## src/rtl/galaxian_dl_pkg.sv

```systemverilog
// Shared definitions for the Galaxian download sequencer.
//   dl_state_t : controller FSM states
//   IDX_*      : ioctl stream indices routed by the controller
//   DIP_BYTES  : size of the DIP switch bank in bytes
package galaxian_dl_pkg;

  typedef enum logic [1:0] {
    ST_HOLD  = 2'd0,  // core held in reset while the settle counter runs
    ST_IDLE  = 2'd1,  // core running, waiting for a ROM or mod download
    ST_LOAD  = 2'd2,  // loader session active
    ST_DRAIN = 2'd3   // session ended, FIFO still emptying into the ROM port
  } dl_state_t;

  localparam logic [7:0] IDX_ROM = 8'd0;
  localparam logic [7:0] IDX_MOD = 8'd1;
  localparam logic [7:0] IDX_DIP = 8'd254;

  localparam int DIP_BYTES = 8;

endpackage

```

## src/rtl/dl_fifo.sv

```systemverilog
// Small synchronous FIFO with show-ahead output.
// Ports:
//   clk_sys, reset_n : clock, asynchronous active-low reset
//   push, din        : write request and data (ignored when full unless popping)
//   pop              : read request (ignored when empty)
//   dout             : head entry, valid while empty is 0
//   full, empty      : occupancy flags
//   count            : number of stored entries, 0..DEPTH
// DEPTH must be a power of two, at least 2; pointers wrap naturally.
module dl_fifo #(
  parameter int DEPTH = 4,
  parameter int WIDTH = 24
) (
  input  logic                     clk_sys,
  input  logic                     reset_n,
  input  logic                     push,
  input  logic [WIDTH-1:0]         din,
  input  logic                     pop,
  output logic [WIDTH-1:0]         dout,
  output logic                     full,
  output logic                     empty,
  output logic [$clog2(DEPTH):0]   count
);

  localparam int AW = $clog2(DEPTH);

  logic [WIDTH-1:0] mem [DEPTH];
  logic [AW-1:0]    wr_ptr;
  logic [AW-1:0]    rd_ptr;
  logic             do_push;
  logic             do_pop;

  // A pop frees the head slot first, so a push into a full FIFO is still
  // accepted when it coincides with a pop.
  assign do_pop  = pop && !empty;
  assign do_push = push && (!full || do_pop);

  assign full  = (count == (AW+1)'(DEPTH));
  assign empty = (count == '0);
  assign dout  = mem[rd_ptr];

  // NOTE: storage has no reset; only the pointers and count define which
  // entries are valid, and leaving it unreset keeps it a plain RAM.
  always_ff @(posedge clk_sys) begin
    if (do_push) begin
      mem[wr_ptr] <= din;
    end
  end

  // NOTE: sequential state uses non-blocking assignments so every register
  // samples pre-edge values regardless of statement order.
  always_ff @(posedge clk_sys or negedge reset_n) begin
    if (!reset_n) begin
      wr_ptr <= '0;
      rd_ptr <= '0;
      count  <= '0;
    end else begin
      if (do_push) wr_ptr <= wr_ptr + AW'(1);
      if (do_pop)  rd_ptr <= rd_ptr + AW'(1);
      case ({do_push, do_pop})
        2'b10:   count <= count + (AW+1)'(1);
        2'b01:   count <= count - (AW+1)'(1);
        default: count <= count;
      endcase
    end
  end

endmodule

```

## src/rtl/galaxian_dl_ctrl.sv

```systemverilog
// Download sequencer between the HPS loader stream and the Galaxian core.
// Ports:
//   clk_sys, reset_n        : 12 MHz system clock, asynchronous active-low reset
//   ioctl_download/index/wr/addr/dout : loader stream (index 0 ROM, 1 mod, 254 DIP)
//   ioctl_wait              : registered stall request back to the loader
//   dn_addr/dn_data/dn_wr   : ROM write port, valid/ready with dn_ready
//   mod                     : game select byte (last byte of index 1 wins)
//   dip                     : 8-byte DIP bank, byte k at dip[8k+7:8k]
//   core_reset              : high in every state except IDLE
//   err_ovf, err_range      : sticky error flags, cleared when a download starts
module galaxian_dl_ctrl
  import galaxian_dl_pkg::*;
#(
  parameter int FIFO_DEPTH  = 4,
  parameter int HOLD_CYCLES = 1024,
  parameter int ROM_AW      = 16
) (
  input  logic                     clk_sys,
  input  logic                     reset_n,
  input  logic                     ioctl_download,
  input  logic [7:0]               ioctl_index,
  input  logic                     ioctl_wr,
  input  logic [24:0]              ioctl_addr,
  input  logic [7:0]               ioctl_dout,
  output logic                     ioctl_wait,
  output logic [ROM_AW-1:0]        dn_addr,
  output logic [7:0]               dn_data,
  output logic                     dn_wr,
  input  logic                     dn_ready,
  output logic [7:0]               mod,
  output logic [8*DIP_BYTES-1:0]   dip,
  output logic                     core_reset,
  output logic                     err_ovf,
  output logic                     err_range
);

  localparam int FAW = $clog2(FIFO_DEPTH);
  localparam int FW  = ROM_AW + 8;
  // Stall once only one free slot remains: that slot absorbs the write the
  // loader may already have in flight when it sees ioctl_wait.
  localparam logic [FAW:0] WAIT_LVL = (FAW+1)'(FIFO_DEPTH - 1);
  localparam int HCW = (HOLD_CYCLES > 1) ? $clog2(HOLD_CYCLES) : 1;
  localparam logic [HCW-1:0] HOLD_INIT = HCW'(HOLD_CYCLES - 1);

  dl_state_t       state;
  dl_state_t       state_next;
  logic [HCW-1:0]  hold_cnt;

  logic            fifo_full;
  logic            fifo_empty;
  logic [FAW:0]    fifo_count;
  logic [FW-1:0]   fifo_dout;
  logic            fifo_push;
  logic            fifo_pop;

  logic            rom_wr;
  logic            rom_in_range;
  logic            mod_wr;
  logic            dip_wr;
  logic            qual_dl;
  logic            load_entry;

  // Write decode
  assign rom_wr       = ioctl_wr && (ioctl_index == IDX_ROM);
  assign rom_in_range = (ioctl_addr[24:ROM_AW] == '0);
  assign mod_wr       = ioctl_wr && (ioctl_index == IDX_MOD);
  assign dip_wr       = ioctl_wr && (ioctl_index == IDX_DIP) && (ioctl_addr[24:3] == '0);

  assign fifo_push = rom_wr && rom_in_range;
  assign fifo_pop  = dn_wr && dn_ready;

  // Only ROM and mod sessions reset the core; DIP updates apply live.
  assign qual_dl = ioctl_download && ((ioctl_index == IDX_ROM) || (ioctl_index == IDX_MOD));

  dl_fifo #(
    .DEPTH (FIFO_DEPTH),
    .WIDTH (FW)
  ) u_fifo (
    .clk_sys (clk_sys),
    .reset_n (reset_n),
    .push    (fifo_push),
    .din     ({ioctl_addr[ROM_AW-1:0], ioctl_dout}),
    .pop     (fifo_pop),
    .dout    (fifo_dout),
    .full    (fifo_full),
    .empty   (fifo_empty),
    .count   (fifo_count)
  );

  // The head entry is held until popped, so the port stays stable while stalled.
  assign dn_wr              = !fifo_empty;
  assign {dn_addr, dn_data} = fifo_dout;

  assign core_reset = (state != ST_IDLE);
  assign load_entry = (state_next == ST_LOAD) && (state != ST_LOAD);

  // NOTE: every combinational output gets a default first so no path can
  // leave it unassigned and infer a latch.
  always_comb begin
    state_next = state;
    unique case (state)
      ST_IDLE:  if (qual_dl) state_next = ST_LOAD;
      ST_LOAD:  if (!ioctl_download) state_next = ST_DRAIN;
      ST_DRAIN: begin
        if (qual_dl)         state_next = ST_LOAD;
        else if (fifo_empty) state_next = ST_HOLD;
      end
      ST_HOLD: begin
        if (qual_dl)               state_next = ST_LOAD;
        else if (hold_cnt == '0)   state_next = ST_IDLE;
      end
      default: state_next = ST_HOLD;
    endcase
  end

  always_ff @(posedge clk_sys or negedge reset_n) begin
    if (!reset_n) begin
      state    <= ST_HOLD;
      hold_cnt <= HOLD_INIT;
    end else begin
      state <= state_next;
      // Outside HOLD the counter sits at its start value, so every HOLD entry
      // begins a full settle period and an interrupted one is discarded.
      if (state != ST_HOLD) begin
        hold_cnt <= HOLD_INIT;
      end else if (hold_cnt != '0) begin
        hold_cnt <= hold_cnt - HCW'(1);
      end
    end
  end

  always_ff @(posedge clk_sys or negedge reset_n) begin
    if (!reset_n) begin
      ioctl_wait <= 1'b0;
    end else begin
      ioctl_wait <= (fifo_count >= WAIT_LVL);
    end
  end

  always_ff @(posedge clk_sys or negedge reset_n) begin
    if (!reset_n) begin
      mod <= '0;
      dip <= '1;
    end else begin
      if (mod_wr) mod <= ioctl_dout;
      if (dip_wr) dip[{ioctl_addr[2:0], 3'b000} +: 8] <= ioctl_dout;
    end
  end

  // A byte arriving on the same edge a new session starts belongs to that
  // session, so setting a flag takes priority over the entry clear.
  always_ff @(posedge clk_sys or negedge reset_n) begin
    if (!reset_n) begin
      err_ovf   <= 1'b0;
      err_range <= 1'b0;
    end else begin
      if (load_entry) begin
        err_ovf   <= 1'b0;
        err_range <= 1'b0;
      end
      if (fifo_push && fifo_full && !fifo_pop) err_ovf   <= 1'b1;
      if (rom_wr && !rom_in_range)             err_range <= 1'b1;
    end
  end

endmodule

```

## config.mk

```make
export PLATFORM = sky130hd
export DESIGN_NAME = galaxian_dl_ctrl
export DESIGN_NICKNAME = d
export VERILOG_FILES = /design/src/rtl/galaxian_dl_pkg.sv /design/src/rtl/dl_fifo.sv /design/src/rtl/galaxian_dl_ctrl.sv
export SDC_FILE = /design/constraint.sdc
export NUM_CORES = 1
export LEC_CHECK = 0
export ABC_AREA = 1
export CORE_ASPECT_RATIO = 1.1
export CORE_MARGIN = 2
export CORE_UTILIZATION = 61
export CTS_CLUSTER_SIZE = 10
export DETAILED_ROUTE_END_ITERATION = 8
export DONT_BUFFER_PORTS = 1
export PLACE_DENSITY = 0.86
export RECOVER_POWER = 50
export REMOVE_ABC_BUFFERS = 1
export SLEW_MARGIN = 10
export SYNTH_ARGS = -nofsm -noshare
export SYNTH_HDL_FRONTEND = slang
export SYNTH_SLANG_ARGS = --single-unit
```

## constraint.sdc

```tcl
create_clock -name clk_sys -period 3.18 [get_ports clk_sys]
set_input_delay 0.636 -clock clk_sys [delete_from_list [all_inputs] [get_ports clk_sys]]
set_output_delay 0.636 -clock clk_sys [all_outputs]
set_load 0.1 [all_outputs]
```

==> impl_summary.md <==
Status
The run finished with clean final reports.

Critical path
The classification of the worst setup path is reg2out. The kind of launch point of the worst setup path is a flop. The data arrival at the endpoint of the critical path is 2130 ps.

Data on the critical path is required at its endpoint by 2540 ps. STA classifies the critical path endpoint as an output pin. The endpoint of the worst-slack reg-to-reg timing path is u_fifo.mem[2][7]. The worst register-to-register path begins at u_fifo.count[2].

The maximum net fanout on the critical path is 24. For the worst flop-to-flop path, the logic depth is 8. Setup slack on the worst reg-to-reg path comes out at 870 ps.

GRT
The global router's overall resource usage is 29.0%. The number of antenna violations at the first check in global routing is 0. The total global routing overflow is 0.

The number of global-route vias before repair is 6252. The pin count of the biggest net entering global routing is 76. The first global-routing pass estimated 32500 µm of wire.

Finish
The layout cell share with drive strength beyond 1 is approximately a quarter. The summed area of non-filler cells in the final layout is roughly 0.01 mm². The area growth from synthesis to layout is 16.4%. At the end of the flow, the number of nets in the layout was just over 900.

The total of fill cells in the finished design is ~970. The number of diodes is 0.

Placed design
Prior to clock tree synthesis, the placed netlist has a worst setup slack of 732 ps. The congestion estimate from routability-driven global placement came to 0.856. Detailed placement ended at an HPWL of 14100 µm. Port buffering added 0 buffers.

The placed instances occupy a cell area of 0.00937 mm².

Synth
The number of cells produced by synthesis is between 800 and 900. In the post-synthesis netlist, the biggest area contributors are sky130_fd_sc_hd__edfxtp_1, sky130_fd_sc_hd__dfstp_2, sky130_fd_sc_hd__nand2_1. Sequential cells were found to cover about 62% of the synthesized design area. The count of yosys warnings during synthesis is 0. Counting flops and latches in the post-synthesis netlist gives 190. In the synthesized netlist the async set-or-reset flop fraction comes to 49.5%. A synthesized cell averages 10.3 µm². The area fraction of the dominant cell type after synthesis is 33.7%.

Counting flops with a built-in enable in the synthesized netlist gives 96. The largest total area in the synthesized netlist belongs to sky130_fd_sc_hd__edfxtp_1. The commonest cells after synthesis are sky130_fd_sc_hd__nand2_1, sky130_fd_sc_hd__nor2_1, sky130_fd_sc_hd__edfxtp_1, sky130_fd_sc_hd__dfstp_2, sky130_fd_sc_hd__inv_1. Synthesis instantiated 43 different standard cells from the library.

The netlist area before placement is ~0.0086 mm². Among all flip-flop cells after synthesis, the most frequent one is sky130_fd_sc_hd__edfxtp_1. The library cell with the highest instance count after synthesis is sky130_fd_sc_hd__nand2_1.

Die
The initial cell density of the core is 62.3%. The top-level I/O count is 147. The core region is 0.0137 mm².

The die extent in x is 117 µm. The die area is approximately 0.015 mm². The die is 128 µm tall.

The number of placement rows is 45.

Detailed routing
The wire length per cell is roughly 20 µm. After detailed routing, the number of remaining DRC violations is 0. The pre-antenna-repair detailed-routing pass consisted of 4 iterations. The ratio of routed vias to standard cells is around 6. Summed over all layers, the routed wires come to 20800 µm. The final route contains around 6200 vias. The count of nets left with antenna violations once routing finished came out at 0.

The first routing iteration left 572 violations.

Power
For this design the ratio of total power to cell area is 901 mW/mm². IR analysis of the VDD net gives a maximum drop of around 0.44 mV. For this design the static power due to leakage is ~3.9 nW.

Clock tree
The buffers inserted during post-CTS setup optimization is 0. The total number of clock tree sinks is 190. The buffer depth of the longest clock path is 2. The cell at the root of the clock tree is sky130_fd_sc_hd__clkbuf_16. The clock latency at the later pin of the worst-skew pair is 430 ps. The total CTS buffers is 17. The H-tree level count is 4. TritonCTS built the clock tree.

Clock-pin slew was measured on the worst setup and hold paths at roughly 70 ps.

STA
The final count of hold timing violations is 0. The relative slew slack is 29.4%. The smallest clock period supported by the final layout is computed as 2770 ps.

The max-slew violation count is 0. Setup repair after global routing left no endpoint under its margin. The timing-limited maximum frequency is about 360 MHz.

Setup violations remaining at the end of the flow were counted as 0. Setup slack closes at 410 ps. For the final database, setup skew stands at just under 9 ps.

The measured slew at the worst slew-check pin is around 1100 ps. The final critical path takes up 87.1% of the cycle.

Hold path
The path class of the tightest hold or removal check is in2async.

Run
Max-cap violations in this run came to 0.
[per-layer routing]
layer,up-vias,GRT usage [%],part of all wire (%)
li1,2899,-,-
met2,275,47.5,50
met5,-,0,0
met3,53,10.4,9.3
met4,0,12.3,3.7
met1,3022,34.6,37
[worst max-delay path by stage]
stage	from	end	cells past startpoint
detailed placement	ioctl_addr[0]	dip[16]	9
global placement	ioctl_addr[0]	dip[19]	9
finish	u_fifo.rd_ptr[1]	dn_data[6]	4
floorplan	u_fifo.rd_ptr[0]	dn_addr[0]	3
CTS	u_fifo.rd_ptr[1]	dn_data[6]	4
global route	u_fifo.rd_ptr[1]	dn_addr[14]	4
[kinds of logic (layout without fill, tap and decap cells)]
group	count (synthesis)	count (layout)	synth area share, %
fa+ha+maj	8	8	1.26
flops	190	190	62.3
xor+xnor	5	5	0.512
compound gates	141	141	9.74
buf+inv	107	145	5.31
simple gates	378	378	20.9
[timing repair]
item,4_1_cts,5_1_grt
hold buffers,1,0
hold endpoints to repair,20,0
resized for setup,0,0
[area by class of cell]
class                      count  area [µm²]  area share (%)
timing repair buffer          41         611            6.13
multi-input combinational    532        2910            29.2
sequential                   190        5330            53.5
tap                          188         235            2.36
inverter                      72         272            2.73
clock inverter                13         153            1.53
clock buffer                  19         453            4.55
[registers in the layout (all words and copies together), names as in the netlist]
name and cells:
dip 64, mod 8, ioctl_wait 1, u_fifo.rd_ptr 2, hold_cnt 10, u_fifo.mem 96, state 2, u_fifo.wr_ptr 2
u_fifo.count 3, err_ovf 1, err_range 1
[cells in the final DEF (no fill, tap or decap), drive strengths merged]
cell,count
nand2,147
nor2,124
o21ai,110
edfxtp,96
inv,76
dfstp,74
nand4,43
nand3,42
buf,40
o22ai,24
dfrtp,20
clkbuf,19
nor4,9
ha,7
nor3,7
a21oi,5
clkinv,5
xor2,4
nand3b,3
bufinv,2
clkinvlp,2
or2,1
and3,1
o211ai,1
or3,1
xnor2,1
a31oi,1
fa,1
dlygate4sd3,1
[through the flow]
stage / total power [W] / utilization [%] / setup TNS [ps] / hold slack, ps / instances
final: 0.00897 / 72.5 / 0 / 36.5 / 1055
after global routing: 0.00927 / 72.5 / 0 / 18.3 / 1055
after CTS: 0.00899 / 72.7 / 0 / 29.0 / 1055
after detailed placement: 0.00683 / 68.2 / 0 / 345 / 1022
after global placement: 0.00676 / 68.2 / 0 / 345 / 1022
after floorplan: 0.00533 / - / -15270 / 340 / 794
[worst max-delay path, stage by stage, from the launching register on]
cell,delay (ps)
sky130_fd_sc_hd__dfrtp_1,380
sky130_fd_sc_hd__inv_1,580
sky130_fd_sc_hd__o21ai_0,300
sky130_fd_sc_hd__o22ai_2,220
sky130_fd_sc_hd__buf_12,210
[power breakdown]
group	switching [W]	total (W)	internal (W)
Sequential	0.000158	0.00283	0.00267
Clock	0.000946	0.00216	0.00122
Combinational	0.00277	0.00398	0.00121
Note: power is estimated with default switching activity, not from simulation.
